[config.mk]
export PLATFORM = sky130hd
export DESIGN_NAME = key_event_scheduler
export DESIGN_NICKNAME = d
export VERILOG_FILES = /design/src/rtl/key_event_scheduler_pkg.sv /design/src/rtl/key_event_scheduler_fifo.sv /design/src/rtl/key_event_scheduler.sv
export SDC_FILE = /design/constraint.sdc
export NUM_CORES = 1
export LEC_CHECK = 0
export BUFFER_PORTS_ARGS = -buffer_cell sky130_fd_sc_hd__buf_2
export CAP_MARGIN = 0
export CORE_MARGIN = 2
export CORE_UTILIZATION = 59
export CTS_CLUSTER_SIZE = 10
export DETAILED_ROUTE_END_ITERATION = 8
export GPL_TIMING_DRIVEN = 0
export PLACE_DENSITY = 0.78
export SLEW_MARGIN = 20
export SYNTH_ARGS = -nofsm -noshare
export SYNTH_HDL_FRONTEND = slang
export SYNTH_HIERARCHICAL = 1
export SYNTH_SLANG_ARGS = --single-unit
[constraint.sdc]
create_clock -name clk -period 6.5 [get_ports clk]
set_clock_uncertainty 0.2 [all_clocks]
set_input_delay 1.3 -clock clk [delete_from_list [all_inputs] [get_ports clk]]
set_output_delay 1.3 -clock clk [all_outputs]
set_load 0.02 [all_outputs]
[src/rtl/key_event_scheduler_pkg.sv]
`default_nettype none
// +--------------------------------------------------------------------------+
// | Module : key_event_scheduler_pkg                                         |
// | Brief  : Key codes, held-bitmap indices and event types for the scheduler |
// | Rev    : 1.0  initial release                                            |
// +--------------------------------------------------------------------------+
package key_event_scheduler_pkg;

  localparam int c_key_w = 8;

  localparam logic [c_key_w-1:0] c_key_up    = 8'h75;
  localparam logic [c_key_w-1:0] c_key_down  = 8'h72;
  localparam logic [c_key_w-1:0] c_key_left  = 8'h6B;
  localparam logic [c_key_w-1:0] c_key_right = 8'h74;
  localparam logic [c_key_w-1:0] c_key_space = 8'h29;
  localparam logic [c_key_w-1:0] c_no_key    = 8'h00;

  localparam int c_held_up    = 0;
  localparam int c_held_down  = 1;
  localparam int c_held_left  = 2;
  localparam int c_held_right = 3;
  localparam int c_held_space = 4;

  localparam int c_key_ev_w = c_key_w + 2;

  typedef struct packed {
    logic [c_key_w-1:0] key;
    logic               press;
    logic               rpt;
  } key_ev_t;

  typedef enum logic [1:0] {
    RPT_IDLE   = 2'd0,
    RPT_DELAY  = 2'd1,
    RPT_REPEAT = 2'd2
  } rpt_state_t;

  function automatic logic [4:0] held_mask(input logic [c_key_w-1:0] k);
    held_mask = 5'b0;
    case (k)
      c_key_up:    held_mask[c_held_up]    = 1'b1;
      c_key_down:  held_mask[c_held_down]  = 1'b1;
      c_key_left:  held_mask[c_held_left]  = 1'b1;
      c_key_right: held_mask[c_held_right] = 1'b1;
      c_key_space: held_mask[c_held_space] = 1'b1;
      default:     held_mask = 5'b0;
    endcase
  endfunction

  // Only the flap keys auto-repeat.
  function automatic logic is_repeatable(input logic [c_key_w-1:0] k);
    is_repeatable = (k == c_key_space) || (k == c_key_up);
  endfunction

endpackage
`default_nettype wire

[src/rtl/key_event_scheduler_fifo.sv]
`default_nettype none
// +--------------------------------------------------------------------------+
// | Module : key_event_fifo                                                  |
// | Brief  : Synchronous FIFO for key events, async active-low reset         |
// | Rev    : 1.0  initial release                                            |
// +--------------------------------------------------------------------------+
module key_event_fifo #(
  parameter int DEPTH = 4,
  parameter int WIDTH = 10
) (
  input  logic             clk,
  input  logic             rstn,
  input  logic             push,
  input  logic [WIDTH-1:0] push_data,
  input  logic             pop,
  output logic [WIDTH-1:0] pop_data,
  output logic             full,
  output logic             empty
);

  localparam int c_aw = $clog2(DEPTH);

  logic [WIDTH-1:0] r_mem [DEPTH];
  logic [c_aw-1:0]  r_wr_ptr;
  logic [c_aw-1:0]  r_rd_ptr;
  logic [c_aw:0]    r_count;
  logic             w_pop_ok;
  logic             w_push_ok;

  assign full      = (r_count == (c_aw+1)'(DEPTH));
  assign empty     = (r_count == '0);
  assign w_pop_ok  = pop & ~empty;
  // A full queue still accepts a push when the head leaves in the same cycle.
  assign w_push_ok = push & (~full | w_pop_ok);
  assign pop_data  = r_mem[r_rd_ptr];

  always_ff @(posedge clk or negedge rstn) begin
    if (!rstn) begin
      r_wr_ptr <= '0;
      r_rd_ptr <= '0;
      r_count  <= '0;
    end else begin
      if (w_push_ok) r_wr_ptr <= r_wr_ptr + c_aw'(1);
      if (w_pop_ok)  r_rd_ptr <= r_rd_ptr + c_aw'(1);
      case ({w_push_ok, w_pop_ok})
        2'b10:   r_count <= r_count + (c_aw+1)'(1);
        2'b01:   r_count <= r_count - (c_aw+1)'(1);
        default: r_count <= r_count;
      endcase
    end
  end

  always_ff @(posedge clk) begin
    if (w_push_ok) r_mem[r_wr_ptr] <= push_data;
  end

endmodule
`default_nettype wire

[src/rtl/key_event_scheduler.sv]
`default_nettype none
// +--------------------------------------------------------------------------+
// | Module : key_event_scheduler                                             |
// | Brief  : Turns keyboard code changes into queued press/release/repeat    |
// |          events with held bitmap and flap-key auto-repeat                |
// | Rev    : 1.0  initial release                                            |
// +--------------------------------------------------------------------------+
module key_event_scheduler
  import key_event_scheduler_pkg::*;
#(
  parameter int FIFO_DEPTH    = 4,
  parameter int REPEAT_DELAY  = 25000000,
  parameter int REPEAT_PERIOD = 10000000
) (
  input  logic               clk,
  input  logic               rstn,
  input  logic [c_key_w-1:0] key,
  input  logic               key_state,
  input  logic               enable,
  output logic               ev_valid,
  input  logic               ev_ready,
  output logic [c_key_w-1:0] ev_key,
  output logic               ev_press,
  output logic               ev_repeat,
  output logic [4:0]         held,
  output logic               overflow
);

  localparam int c_cnt_w = $clog2((REPEAT_DELAY > REPEAT_PERIOD) ? REPEAT_DELAY : REPEAT_PERIOD);

  logic [c_key_w-1:0] r_key_q;
  logic               r_state_q;
  logic               r_kb_ev;
  logic [c_key_w-1:0] r_kb_key;
  logic               r_kb_press;
  logic [4:0]         r_held;
  rpt_state_t         r_state;
  rpt_state_t         w_state_nxt;
  logic [c_cnt_w-1:0] r_cnt;
  logic [c_cnt_w-1:0] w_cnt_nxt;
  logic [c_key_w-1:0] r_rpt_key;
  logic [c_key_w-1:0] w_rpt_key_nxt;
  logic               r_rpt_pend;
  logic               r_overflow;

  logic               w_kb_det;
  logic               w_kb_rpt_press;
  logic               w_kb_rpt_rel;
  logic               w_expire;
  logic               w_rpt_emit;
  logic               w_rpt_req;
  logic               w_push;
  key_ev_t            w_push_ev;
  logic [c_key_ev_w-1:0] w_head;
  key_ev_t            w_head_ev;
  logic               w_full;
  logic               w_empty;

  // Change detector: the code is registered here and the event pushed one edge later.
  assign w_kb_det = ({key, key_state} != {r_key_q, r_state_q}) && (key != c_no_key);

  always_ff @(posedge clk or negedge rstn) begin
    if (!rstn) begin
      r_key_q    <= c_no_key;
      r_state_q  <= 1'b0;
      r_kb_ev    <= 1'b0;
      r_kb_key   <= c_no_key;
      r_kb_press <= 1'b0;
    end else begin
      r_key_q    <= key;
      r_state_q  <= key_state;
      r_kb_ev    <= w_kb_det;
      r_kb_key   <= key;
      r_kb_press <= key_state;
    end
  end

  always_ff @(posedge clk or negedge rstn) begin
    if (!rstn) begin
      r_held <= 5'b0;
    end else if (r_kb_ev) begin
      r_held <= r_kb_press ? (r_held | held_mask(r_kb_key)) : (r_held & ~held_mask(r_kb_key));
    end
  end

  assign w_kb_rpt_press = r_kb_ev & r_kb_press & is_repeatable(r_kb_key);
  assign w_kb_rpt_rel   = r_kb_ev & ~r_kb_press & (r_kb_key == r_rpt_key);
  assign w_expire = ((r_state == RPT_DELAY)  && (r_cnt == c_cnt_w'(REPEAT_DELAY - 1))) ||
                    ((r_state == RPT_REPEAT) && (r_cnt == c_cnt_w'(REPEAT_PERIOD - 1)));

  always_ff @(posedge clk or negedge rstn) begin
    if (!rstn) begin
      r_state   <= RPT_IDLE;
      r_cnt     <= '0;
      r_rpt_key <= c_no_key;
    end else begin
      r_state   <= w_state_nxt;
      r_cnt     <= w_cnt_nxt;
      r_rpt_key <= w_rpt_key_nxt;
    end
  end

  always_comb begin
    w_state_nxt   = r_state;
    w_cnt_nxt     = r_cnt + c_cnt_w'(1);
    w_rpt_key_nxt = r_rpt_key;
    w_rpt_emit    = 1'b0;
    if (!enable) begin
      w_state_nxt = RPT_IDLE;
      w_cnt_nxt   = '0;
    end else begin
      case (r_state)
        RPT_IDLE: begin
          w_cnt_nxt = '0;
          if (w_kb_rpt_press) begin
            w_state_nxt   = RPT_DELAY;
            w_rpt_key_nxt = r_kb_key;
          end
        end
        RPT_DELAY, RPT_REPEAT: begin
          if (w_kb_rpt_rel) begin
            w_state_nxt = RPT_IDLE;
            w_cnt_nxt   = '0;
          end else if (w_kb_rpt_press) begin
            w_state_nxt   = RPT_DELAY;
            w_cnt_nxt     = '0;
            w_rpt_key_nxt = r_kb_key;
          end else if (w_expire) begin
            w_state_nxt = RPT_REPEAT;
            w_cnt_nxt   = '0;
            w_rpt_emit  = 1'b1;
          end
        end
        default: begin
          w_state_nxt = RPT_IDLE;
          w_cnt_nxt   = '0;
        end
      endcase
    end
  end

  // Keyboard events win the push slot; a colliding repeat waits one entry deep.
  assign w_rpt_req = r_rpt_pend | w_rpt_emit;
  assign w_push    = enable & (r_kb_ev | w_rpt_req);

  always_comb begin
    w_push_ev = '0;
    if (r_kb_ev) begin
      w_push_ev.key   = r_kb_key;
      w_push_ev.press = r_kb_press;
      w_push_ev.rpt   = 1'b0;
    end else begin
      w_push_ev.key   = r_rpt_key;
      w_push_ev.press = 1'b1;
      w_push_ev.rpt   = 1'b1;
    end
  end

  always_ff @(posedge clk or negedge rstn) begin
    if (!rstn) begin
      r_rpt_pend <= 1'b0;
      r_overflow <= 1'b0;
    end else begin
      if (!enable)      r_rpt_pend <= 1'b0;
      else if (r_kb_ev) r_rpt_pend <= w_rpt_req;
      else              r_rpt_pend <= r_rpt_pend & w_rpt_emit;
      r_overflow <= w_push & w_full & ~ev_ready;
    end
  end

  key_event_fifo #(
    .DEPTH (FIFO_DEPTH),
    .WIDTH (c_key_ev_w)
  ) u_fifo (
    .clk       (clk),
    .rstn      (rstn),
    .push      (w_push),
    .push_data (w_push_ev),
    .pop       (ev_ready),
    .pop_data  (w_head),
    .full      (w_full),
    .empty     (w_empty)
  );

  assign w_head_ev = w_head;
  assign ev_valid  = ~w_empty;
  assign ev_key    = ev_valid ? w_head_ev.key   : c_no_key;
  assign ev_press  = ev_valid & w_head_ev.press;
  assign ev_repeat = ev_valid & w_head_ev.rpt;
  assign held      = r_held;
  assign overflow  = r_overflow;

endmodule
`default_nettype wire
==> report_table.html <==
<table>
<tr><th>Metric</th><th>Value</th></tr>
<tr><th colspan="2">Floorplanning</th></tr>
<tr><td>Starting utilization of the core area</td><td>around three fifths</td></tr>
<tr><td>Core region area</td><td>about 7700 sq um</td></tr>
<tr><td>Standard-cell rows</td><td>32</td></tr>
<tr><td>Top-Level Pins</td><td>30</td></tr>
<tr><td>Total Die Area</td><td>a little under 9000 sq um</td></tr>
<tr><td>Die outline width</td><td>93.5 um</td></tr>
<tr><td>Die boundary height</td><td>93.5 um</td></tr>
<tr><th colspan="2">Yosys</th></tr>
<tr><td>Post-synthesis instance total</td><td>approximately 360</td></tr>
<tr><td>Seq cells post-synth</td><td>99</td></tr>
<tr><td>Library cells used by synthesis</td><td>approximately 60</td></tr>
<tr><td>Number of synthesis warnings</td><td>6</td></tr>
<tr><td>Cell Area, Synth</td><td>roughly 4700 sq um</td></tr>
<tr><td>Avg Synthesized Cell Area</td><td>~13 sq um</td></tr>
<tr><td>Sequential element share of the synthesized area</td><td>a little under three fifths</td></tr>
<tr><td>Share of flip-flops with an asynchronous set or reset</td><td>59.6%</td></tr>
<tr><td>EDFF count, synth</td><td>40</td></tr>
<tr><td>Post-synth top flop</td><td>dfrtp_1</td></tr>
<tr><td>Syn Nets</td><td>388</td></tr>
<tr><th colspan="2">Place</th></tr>
<tr><td>Port Buf Inserts</td><td>29</td></tr>
<tr><td>Placer's final routability congestion estimate</td><td>0.795</td></tr>
<tr><td>Placed wire-length estimate after detailed placement</td><td>between 5 and 6 mm</td></tr>
<tr><th colspan="2">Clock tree</th></tr>
<tr><td>Source-to-sink clock delay at the later pin of the worst-skew pair</td><td>between 0.3 and 0.4 ns</td></tr>
<tr><td>Number of H-tree levels</td><td>3</td></tr>
<tr><td>Clk sinks</td><td>99</td></tr>
<tr><td>TritonCTS Buffers</td><td>9</td></tr>
<tr><td>Clock tree from TritonCTS</td><td>yes</td></tr>
<tr><td>CTS Root Buffer Type</td><td>clkbuf_8</td></tr>
<tr><td>Clock edge transition at the registers on the reported setup and hold paths</td><td>about 0.12 ns</td></tr>
<tr><td>Buffers from clock root to sink, at most</td><td>2</td></tr>
<tr><td>Number of setup buffers added after CTS</td><td>0</td></tr>
<tr><td>Count of hold buffers inserted by post-cts repair</td><td>0</td></tr>
<tr><td># resized after CTS</td><td>0</td></tr>
<tr><th colspan="2">Global route</th></tr>
<tr><td>Vias in the first global route</td><td>about 3,000</td></tr>
<tr><td>Maximum number of pins on one net before global-route repair</td><td>60</td></tr>
<tr><td>First-pass GRT wire length</td><td>about 15 mm</td></tr>
<tr><td>Overall track demand over capacity in global routing</td><td>around 22%</td></tr>
<tr><td>Antenna violations before repair</td><td>0</td></tr>
<tr><td>Remaining Overflow, GRT</td><td>0</td></tr>
<tr><th colspan="2">Routing</th></tr>
<tr><td>Average wire per standard cell</td><td>16.6 um</td></tr>
<tr><td>DRC violation count after routing</td><td>0</td></tr>
<tr><td>Pre-antenna DRT Iters</td><td>4</td></tr>
<tr><td>Avg Vias per Cell</td><td>between 5 and 6</td></tr>
<tr><td>DRT Wirelength</td><td>about 8.5 mm</td></tr>
<tr><td>Residual antenna-violating net count after detailed routing</td><td>0</td></tr>
<tr><td>Via count</td><td>between 2,000 and 3,000</td></tr>
<tr><td>Number of DRC markers in iteration 0</td><td>between 150 and 200</td></tr>
<tr><th colspan="2">Setup path</th></tr>
<tr><td>Worst path arrival time</td><td>about 2.0 ns</td></tr>
<tr><td>Highest net fanout along the worst path</td><td>10</td></tr>
<tr><td>Worst Setup Start Kind</td><td>register</td></tr>
<tr><td>Maximum single-stage delay on the critical path</td><td>0.55 ns</td></tr>
<tr><td>Cell mode on critical path</td><td>buf_2</td></tr>
<tr><td>Crit Path Category</td><td>reg -&gt; out</td></tr>
<tr><td>Kind of end point of the critical path</td><td>primary output</td></tr>
<tr><td>Worst-path cell chain</td><td>buf_2 &gt; mux4_2 &gt; nor2b_1 &gt; buf_2</td></tr>
<tr><td>Slowest CP cell</td><td>mux4_2</td></tr>
<tr><td>Reg-to-reg setup timing slack</td><td>between 3 and 4 ns</td></tr>
<tr><td>Data required time of the worst path</td><td>approximately 5 ns</td></tr>
<tr><th colspan="2">Timing</th></tr>
<tr><td>Unrepaired setup endpoints after global routing</td><td>false</td></tr>
<tr><td>Final setup viols</td><td>0</td></tr>
<tr><td>Share of the cycle needed by the critical path after routing</td><td>between 50% and 60%</td></tr>
<tr><td>Final slew viol count</td><td>0</td></tr>
<tr><td>Highest clock rate</td><td>~0.28 GHz</td></tr>
<tr><td>Final Hold Viols</td><td>0</td></tr>
<tr><td>Post-Route Setup TNS</td><td>0 ns</td></tr>
<tr><td>Relative max-transition margin</td><td>around half</td></tr>
<tr><td>Slew at the pin with the worst max-slew slack</td><td>roughly 0.74 ns</td></tr>
<tr><td>Final min period</td><td>3.52 ns</td></tr>
<tr><th colspan="2">Job</th></tr>
<tr><td>Maximum capacitance violations</td><td>0</td></tr>
<tr><th colspan="2">Power and ir drop</th></tr>
<tr><td>Max IR drop VDD</td><td>0.153 mV</td></tr>
<tr><td>Power density over the cells</td><td>a little over 300 nW/um^2</td></tr>
<tr><td>Static leakage power</td><td>2.12 nW</td></tr>
<tr><th colspan="2">Final layout</th></tr>
<tr><td>Final Util</td><td>between 60% and 70%</td></tr>
<tr><td>Growth of design area from synthesis to finish</td><td>10.4%</td></tr>
<tr><td># diodes</td><td>0</td></tr>
<tr><td>Fillcell total</td><td>564</td></tr>
<tr><td>Ratio of cells with drive above 1 in the final layout</td><td>approximately a quarter</td></tr>
<tr><td>Post-layout net count</td><td>~430</td></tr>
<tr><th colspan="2">Hold path</th></tr>
<tr><td>Worst hold path type</td><td>reg -&gt; reg</td></tr>
<tr><th colspan="2">Status</th></tr>
<tr><td>Outcome</td><td>finished clean</td></tr>
</table>
[cells by family after synthesis]
kind of cell	Yosys count	synth area share (%)
AO/OA/AOI/OAI	20	3.60
XOR/XNOR	44	8.16
adder cells (fa/ha/maj)	11	3.07
buffers and inverters	30	2.83
flip-flops	99	56.7
multiplexers	28	9.08
AND/OR/NAND/NOR	132	16.6
[cells in the mapped netlist, types with 3 or more instances]
cell / number / area (sq um)
and3_1: 5 / 31.3
xnor2_1: 17 / 149
clkbuf_1: 3 / 11.3
buf_4: 3 / 22.5
a21oi_1: 3 / 15.0
mux4_2: 10 / 225
inv_1: 16 / 60.1
mux2_1: 3 / 33.8
nor2b_1: 12 / 75.1
ha_1: 10 / 125
and2_2: 4 / 30.0
nand2_1: 17 / 63.8
mux2_2: 12 / 135
nor4_1: 8 / 50.1
nand4_1: 8 / 50.1
and2_1: 4 / 25.0
nor2_1: 28 / 105
buf_2: 6 / 30.0
nand3_1: 14 / 70.1
dfrtp_1: 59 / 1480
or4_1: 3 / 22.5
xor2_1: 27 / 236
nor4b_2: 3 / 45.0
nor3_1: 6 / 30.0
edfxtp_1: 40 / 1200
[state kept, by name, indices dropped and copies added (netlist names), 2 cells and up, named ones only]
signal	count
u_fifo/r_rd_ptr	2
r_kb_key	8
u_fifo/r_count	3
r_state	2
u_fifo/r_mem	40
u_fifo/r_wr_ptr	2
r_cnt	25
r_rpt_key	8
[metrics by stage]
step	cell area [sq um]	hold WS [ns]	cells	setup WS [ns]	total power, mW
finish	5220	0.309	511	2.98	1.62
global route	5220	0.330	511	2.84	1.71
CTS	5220	0.312	511	2.93	1.64
detailed placement	5000	0.292	495	3.17	1.24
global placement	5000	0.287	495	3.23	1.22
floorplan	4720	0.265	364	3.49	1.11
[path summary, 6_finish.rpt]
kind,end,from,depth (start not counted)
max in group asynchronous,u_fifo/r_rd_ptr[1],rstn,1
worst min register to register,r_cnt[0],r_cnt[0],1
min in group asynchronous,r_cnt[1],rstn,1
worst max-delay path,ev_key[5],u_fifo/r_rd_ptr[0],4
worst max register to register,u_fifo/r_count[2],r_kb_key[4],13
worst min-delay path,r_cnt[0],r_cnt[0],1
[layer usage]
layer / part of all wire (%) / up-vias / track usage, %
li1: - / 1390 / -
met1: 46 / 1467 / 31.5
met2: 48 / 77 / 34.2
met3: 4.0 / 15 / 4.51
met4: 1.8 / 0 / 7.84
met5: 0 / - / 0
[report_power, final]
group	internal (mW)	leakage (nW)	switching, mW	total (mW)
Combinational	0.193	0.877	0.246	0.439
Clock	0.156	0.106	0.244	0.400
Sequential	0.739	1.14	0.0408	0.779
Total	1.09	2.12	0.531	1.62
[cell type report]
cell class	instances	area, sq um	area share (%)
Multi-Input combinational cell	235	1910	36.7
Clock inverter	7	91.3	1.75
Clock buffer	9	124	2.38
Buffer	14	73.8	1.42
Sequential cell	99	2680	51.3
Inverter	16	60.1	1.15
Tap cell	102	128	2.45
Timing Repair Buffer	29	148	2.83
[cells in the final DEF, fill, tap and decap left out, types with 3 or more instances in the layout]
master    synthesis  routed
a21oi_1           3       3
and2_1            4       4
and2_2            4       4
and3_1            5       5
buf_2             6      34
buf_4             3       4
clkbuf_1          3       3
clkbuf_8          0       9
clkinv_8          0       4
dfrtp_1          59      59
edfxtp_1         40      40
ha_1             10      10
inv_1            16      16
inv_6             0       3
mux2_1            3       3
mux2_2           12      12
mux4_2           10      10
nand2_1          17      17
nand3_1          14      14
nand4_1           8       8
nor2_1           28      28
nor2b_1          12      12
nor3_1            6       6
nor4_1            8       8
nor4b_2           3       3
or4_1             3       3
xnor2_1          17      17
xor2_1           27      27
[critical path: cells and delay by family, from the launching register on]
family	cells	cell delay [ns]
buffers and inverters	2	0.51
AND/OR/NAND/NOR	1	0.15
flip-flops	1	0.42
multiplexers	1	0.55
Power figures use the tool's default switching activity.
